==> src/rtl/plab2_proc_imem_resp_drop_queue.sv <==
// plab2_proc_imem_resp_drop_queue: in-order imem response queue with bypass that
// discards squashed responses, including drops signalled before the response returns.
module plab2_proc_imem_resp_drop_queue #(
    parameter int p_msg_nbits      = 32,
    parameter int p_num_entries    = 2,
    parameter int p_drop_cnt_nbits = 2
) (
    input  logic                        clk,
    input  logic                        reset,
    input  logic                        in_val,
    output logic                        in_rdy,
    input  logic [p_msg_nbits-1:0]      in_msg,
    input  logic                        drop,
    output logic                        out_val,
    input  logic                        out_rdy,
    output logic [p_msg_nbits-1:0]      out_msg,
    output logic [p_drop_cnt_nbits-1:0] drop_cnt,
    output logic                        drop_err
);
    localparam int PW = p_num_entries > 1 ? $clog2(p_num_entries) : 1;
    localparam int CW = $clog2(p_num_entries + 1);
    localparam logic [p_drop_cnt_nbits-1:0] DMAX = '1;
    localparam logic [PW-1:0] PLAST = PW'(p_num_entries - 1);
    logic [p_msg_nbits-1:0]      mem_q [p_num_entries];
    logic [PW-1:0]               head_q, head_d, tail_q, tail_d;
    logic [CW-1:0]               cnt_q, cnt_d;
    logic [p_drop_cnt_nbits-1:0] dcnt_q, dcnt_d;
    logic                        err_q, err_d;
    logic                        empty, arrive, eat, byp, deq, enq, early;
    always_comb begin
        empty    = cnt_q == '0;
        in_rdy   = !reset && cnt_q != CW'(p_num_entries);
        arrive   = in_val && in_rdy;
        eat      = arrive && dcnt_q != '0;
        byp      = arrive && empty && !eat;
        out_val  = !reset && (!empty || byp);
        out_msg  = empty ? in_msg : mem_q[head_q];
        deq      = !reset && !empty && (drop || out_rdy);
        enq      = arrive && !eat && (!empty || (!drop && !out_rdy));
        // a drop with nothing visible targets a response still in flight
        early    = !reset && drop && !out_val;
        dcnt_d   = (early && !eat) ? (dcnt_q == DMAX ? dcnt_q : dcnt_q + 1'b1)
                 : (eat && !early) ? dcnt_q - 1'b1 : dcnt_q;
        err_d    = err_q || (early && !eat && dcnt_q == DMAX);
        cnt_d    = cnt_q + CW'(enq) - CW'(deq);
        head_d   = deq ? (head_q == PLAST ? '0 : head_q + 1'b1) : head_q;
        tail_d   = enq ? (tail_q == PLAST ? '0 : tail_q + 1'b1) : tail_q;
        drop_cnt = reset ? '0 : dcnt_q;
        drop_err = !reset && err_q;
    end
    always_ff @(posedge clk) begin
        if (reset) begin
            cnt_q  <= '0;
            head_q <= '0;
            tail_q <= '0;
            dcnt_q <= '0;
            err_q  <= 1'b0;
        end else begin
            cnt_q  <= cnt_d;
            head_q <= head_d;
            tail_q <= tail_d;
            dcnt_q <= dcnt_d;
            err_q  <= err_d;
        end
    end
    always_ff @(posedge clk) begin
        if (enq) mem_q[tail_q] <= in_msg;
    end
endmodule

==> config.mk <==
export PLATFORM = sky130hd
export DESIGN_NAME = plab2_proc_imem_resp_drop_queue
export DESIGN_NICKNAME = d
export VERILOG_FILES = /design/src/rtl/plab2_proc_imem_resp_drop_queue.sv
export SDC_FILE = /design/constraint.sdc
export NUM_CORES = 1
export LEC_CHECK = 0
export ABC_AREA = 1
export ABC_CLOCK_PERIOD_IN_PS = 3080
export BUFFER_PORTS_ARGS = -buffer_cell sky130_fd_sc_hd__buf_2
export CORE_MARGIN = 4
export CORE_UTILIZATION = 38
export CTS_CLUSTER_DIAMETER = 40
export DETAILED_ROUTE_END_ITERATION = 8
export MAX_ROUTING_LAYER = met4
export PLACE_DENSITY = 0.69
export SLEW_MARGIN = 20
export SYNTH_ARGS = -nofsm -noshare
export SYNTH_HDL_FRONTEND = slang
export SYNTH_SLANG_ARGS = --single-unit
==> constraint.sdc <==
create_clock -name clk -period 3.08 [get_ports clk]
set_clock_uncertainty 0.15 [all_clocks]
set_input_delay 0.154 -clock clk [delete_from_list [all_inputs] [get_ports clk]]
set_output_delay 0.154 -clock clk [all_outputs]
set_load 0.02 [all_outputs]
* Yosys cells after proc, flatten, opt, wreduce, memory -nomap -nowiden
Memories as Yosys holds them, arrays and structs flattened. A register that Yosys moved wholly into a read port is not among the register bits. Cells that the tools add are included.
Storage, ports and cells: logic and storage cells 58, memories 1, bits in writable memories 64, bits of input ports 37, register bits after elaboration 7
Memories:
- mem_q | depth 2, width 32, rd ports 1, clocked after Yosys merged registers in 1, write ports 1, RTL line 24 | logic [p_msg_nbits-1:0] mem_q [p_num_entries];
Cells by class: multiplexer cells 11, reduce and logical (&&, ||, !) cells 32, add/subtract/negate cells 6, eq/ne operators 3
Operators with widths (count):
- $mux W32 | 1
- $logic_and A1 B1 Y1 | 17
- $mux W2 | 4
- $logic_not A1 Y1 | 7
- $mux W1 | 6
- $logic_or A1 B1 Y1 | 4
- $ne A2 B2 Y1 const B | 2
- $reduce_bool A2 Y1 | 2
- $add A1 B1 Y1 const B | 2
- $add A2 B1 Y2 | 1
- $add A2 B1 Y2 const B | 1
- $eq A2 B2 Y1 const B | 1
- $logic_not A2 Y1 | 1
- $reduce_and A2 Y1 | 1
- $sub A2 B1 Y2 | 1
- $sub A2 B1 Y2 const B | 1

* Depth between registers and ports, before layout
depth after elaboration 14, gate-level depth with buffers 11

* Least setup slack after synthesis
No wires, ideal clock.
path kind flip-flop to flip-flop, from reg cnt_q[0], to mem mem_q[0][0], enable pin, buffers on the path 0, setup time 421 ps, cell stages (with the launch flop) 7, setup slack 336 ps, data arrival time 2173 ps, cells stage by stage dfxtp_1 inv_2 nand2_2 nand4_4 a21oi_2 inv_2 nor2_1
Between the ends: longest elaborated chain between the ends 9, elaborated cells on any way between the ends 12, classes of those cells 1 x eq/ne; 2 x mux; 9 x reduce/logical
RTL lines:
- start: declaration | RTL line 26 | logic [CW-1:0] cnt_q, cnt_d;
- start signal: assignment | RTL line 59 | cnt_q <= cnt_d;
- $ne A2 B2 Y1 | RTL line 32 | in_rdy = !reset && cnt_q != CW'(p_num_entries);
- $logic_and A1 B1 Y1 | RTL line 32
- $logic_and A1 B1 Y1 | RTL line 33 | arrive = in_val && in_rdy;
- $logic_and A1 B1 Y1 | RTL line 34 | eat = arrive && dcnt_q != '0;
- $logic_not A1 Y1 | RTL line 39 | enq = arrive && !eat && (!empty || (!drop && !out_rdy));
- $logic_and A1 B1 Y1 | RTL line 39
- $logic_and A1 B1 Y1 (*) | RTL line 39
- $mux W1 (*) | RTL line 67 | if (enq) mem_q[tail_q] <= in_msg;
- $mux W1 (implied by the code) (*) | RTL line 67
- end: declaration | RTL line 24
Mark *: on every way between the ends. The rest lies on a longest branch, timed or not.

==> results.txt <==
- STA puts the critical path data arrival time at 1.92 ns.
* Top fanout value on the critical path: 45
- Cell internal pwr: 1.933 mW
- Final total negative setup slack: 0 ns
- Avg Vias per Cell: 4.468
- CTS saw 72 sinks.
* Number of vias after detailed routing: 2328
- Final hold analysis gives a worst-case slack of 0.08301 ns.
- Nets@finish: 450
- Post-synthesis instance area: 0.003168 mm²
- The root buffer cell chosen for the clock tree is clkbuf_8.
* Clock transition at the registers of the reported paths: 0.07 ns
* Synth-to-Final Area Change: 31.60%
- Global routing used 14.01% of the available tracks across all layers.
- After global routing the overflow that remains totals 0.
* Areal power density over the cells: 719.8 mW/mm²
- The number of clock buffers added by TritonCTS is 9.
- # rows: 33
* Post-route cell area: 0.004169 mm²
- Once the floorplan was initialized, standard cells occupied 38.75% of the core.
- Die height: 99.31 µm
- Subtracting the final worst setup slack from the clock period gives 2.221 ns.
* Dpl cell area: 0.003636 mm²
- The die is 99.31 µm wide.
- The share of the Yosys chip area taken by registers is 65.72%.
* Power share of the sequential group: 40.0%
- The congestion estimate from routability-driven global placement came to 0.8717.
- Fraction of power spent switching nets: 35.57%
- The pre-antenna-repair detailed-routing pass consisted of 4 iterations.
- CTS tree: built
- The final critical path takes up 72.10% of the cycle.
* H-tree depth: 3
- The via count of the first global-routing pass is 2270.
- In the layout the commonest cells are 73 x nand2_1, 73 x buf_2, 64 x edfxtp_1.
- Pin placement for this block handled 74 I/O pins.
- At the pin with the least slew margin, the transition time is 0.6913 ns.
* Max_cap viols: 0
* Post-route ant nets: 0
- The first global-routing pass estimated 10610 µm of wire.
- Synthesized netlist cell count: 304
- Psw: 1.067 mW
- The total area inside the core boundary comes to 0.008175 mm².
- Headroom to the max-slew limit came out at 53.91%.
- PnR Total Power: 3.001 mW
- Netlist cell types: 27
- Average wire length per cell after detail routing: 11.94 µm
- The share of total power dissipated in combinational logic is 34.6%.
- Setup repair after global routing left no endpoint under its margin.
* Total leakage power: 1.761 nW
- The worst hold path belongs to the class in2reg.
- Timing would allow up to 0.4503 GHz.
* Number of setup violations in the final report: 0
* Net count of the mapped netlist: 343
- In this run the tool buffered the top-level ports with 73 buffer cells.
* Critical Path Source Type: register
- Clock power frac: 25.4%
* Worst Setup End Kind: output port
- The Yosys step of the flow raised 0 warnings.
- Mean instance size in the synthesized netlist: 10.42 µm²
- Final HPWL DP: 4142 µm
- The initial antenna violation count came to 0.
* Skew-Pair Late Insertion Delay: 0.33 ns
* Initial DRC count: 115
- Across the VDD grid, the largest voltage drop is 340.1 µV.
- Data required, critical path: 2.78 ns
- The final layout contains routed wiring with a total length of 6223 µm.
- The floorplan step defined a die boundary enclosing 0.009861 mm².
* Status: completed
- The number of hold-slack violations in the final timing report is 0.
* Number of synthesized register bits: 72
- Classification of the worst setup path: reg2out
* Ant diodes: 0
- Maximum clock insertion buffer count: 2
- Layout cell share with drive strength beyond 1: 24.28%
* Largest net degree at the start of global routing: 46
* Number of pins with negative max-slew slack in the final report: 0
- After detailed routing, the number of remaining DRC violations is 0.
state kept, by name (all words and copies together), names as in the netlist, named ones only:
name and cells:
mem_q 64, cnt_q 2, dcnt_q 2, err_q 1, head_q 1, tail_q 1
cells by family (layout without fill, tap and decap cells):
kind of cell             count (synthesis)  in the layout  synth area share (%)
buffers and inverters                   62            174                 8.649
AND/OR/NAND/NOR                         93             93                 12.64
flip-flops                              72             72                 65.72
AO/OA/AOI/OAI                           74             74                 11.93
adder cells (fa/ha/maj)                  2              2                0.7898
XOR/XNOR                                 1              1                0.2765
Yosys cell counts, drive strengths merged:
library cell  count  area, µm²
a21oi             6      33.78
a22oi             1      7.510
buf              10      72.57
clkbuf            5      20.01
dfxtp             8      160.2
edfxtp           64       1922
ha                2      25.02
inv              47      181.4
nand2            74      280.3
nand3             2      10.01
nand3b            1      20.02
nand4             3      33.78
nor2             12      50.05
o21ai            66      330.3
o22ai             1      6.260
or2               1      6.260
xnor2             1      8.760
power by group through the flow:
stage	Clock (mW)	Combinational [mW]	Sequential, mW
after floorplan	0	0.748	1.18
after global placement	0	1.00	1.22
after detailed placement	0	1.02	1.22
after CTS	0.788	1.05	1.20
after global routing	0.829	1.16	1.21
final	0.762	1.04	1.20
cell type report:
cell class | count | area, µm²
clock buffer | 11 | 131.4
clock inverter | 5 | 71.32
fill | 764 | 4006
inverter | 47 | 181.4
multi-input combinational | 170 | 824.5
sequential | 72 | 2083
tap | 105 | 131.4
timing repair buffer | 111 | 745.7
path summary, 6_finish.rpt:
check | startpoint | to | slack [ns] | depth (start not counted)
min | in_val | dcnt_q[0]$_SDFFE_PP0P_ | 0.08 | 4
max reg2reg | cnt_q[1]$_SDFF_PP0_ | mem_q[0][3]$_DFFE_PP_ | 0.96 | 6
max | register | out_msg[13] | 0.86 | 4
min reg2reg | err_q$_SDFF_PP0_ | err_q$_SDFF_PP0_ | 0.34 | 2
routing by layer:
layer / GRT usage [%] / vias up / part of all wire [%]
li1: - / 1224 / -
met2: 21.80 / 63 / 47
met5: - / - / 0
met1: 17.84 / 1031 / 45
met3: 3.086 / 10 / 5.8
met4: 5.672 / 0 / 1.8
per-stage QoR:
step           utilization [%]  setup slack [ns]  instances
3_5_place_dp             44.48            0.9397        472
2_1_floorplan                -            0.3358        304
3_3_place_gp             44.48             1.004        472
6_report                 50.99            0.8594        521
5_1_grt                  50.99            0.5971        521
4_1_cts                  50.99            0.8400        521
what timing repair did:
item | CTS | global route
gates resized for setup | 0 | 0
hold buffers | 33 | 0
buffers inserted | 0 | 0
endpoints found under the hold margin | 65 | 0
critical path, cell delays in order (launching register included):
cell	delay [ns]
dfxtp_2	0.78
buf_4	0.33
o21ai_0	0.10
o21ai_0	0.17
buf_2	0.20
Note: power is estimated with default switching activity, not from simulation.
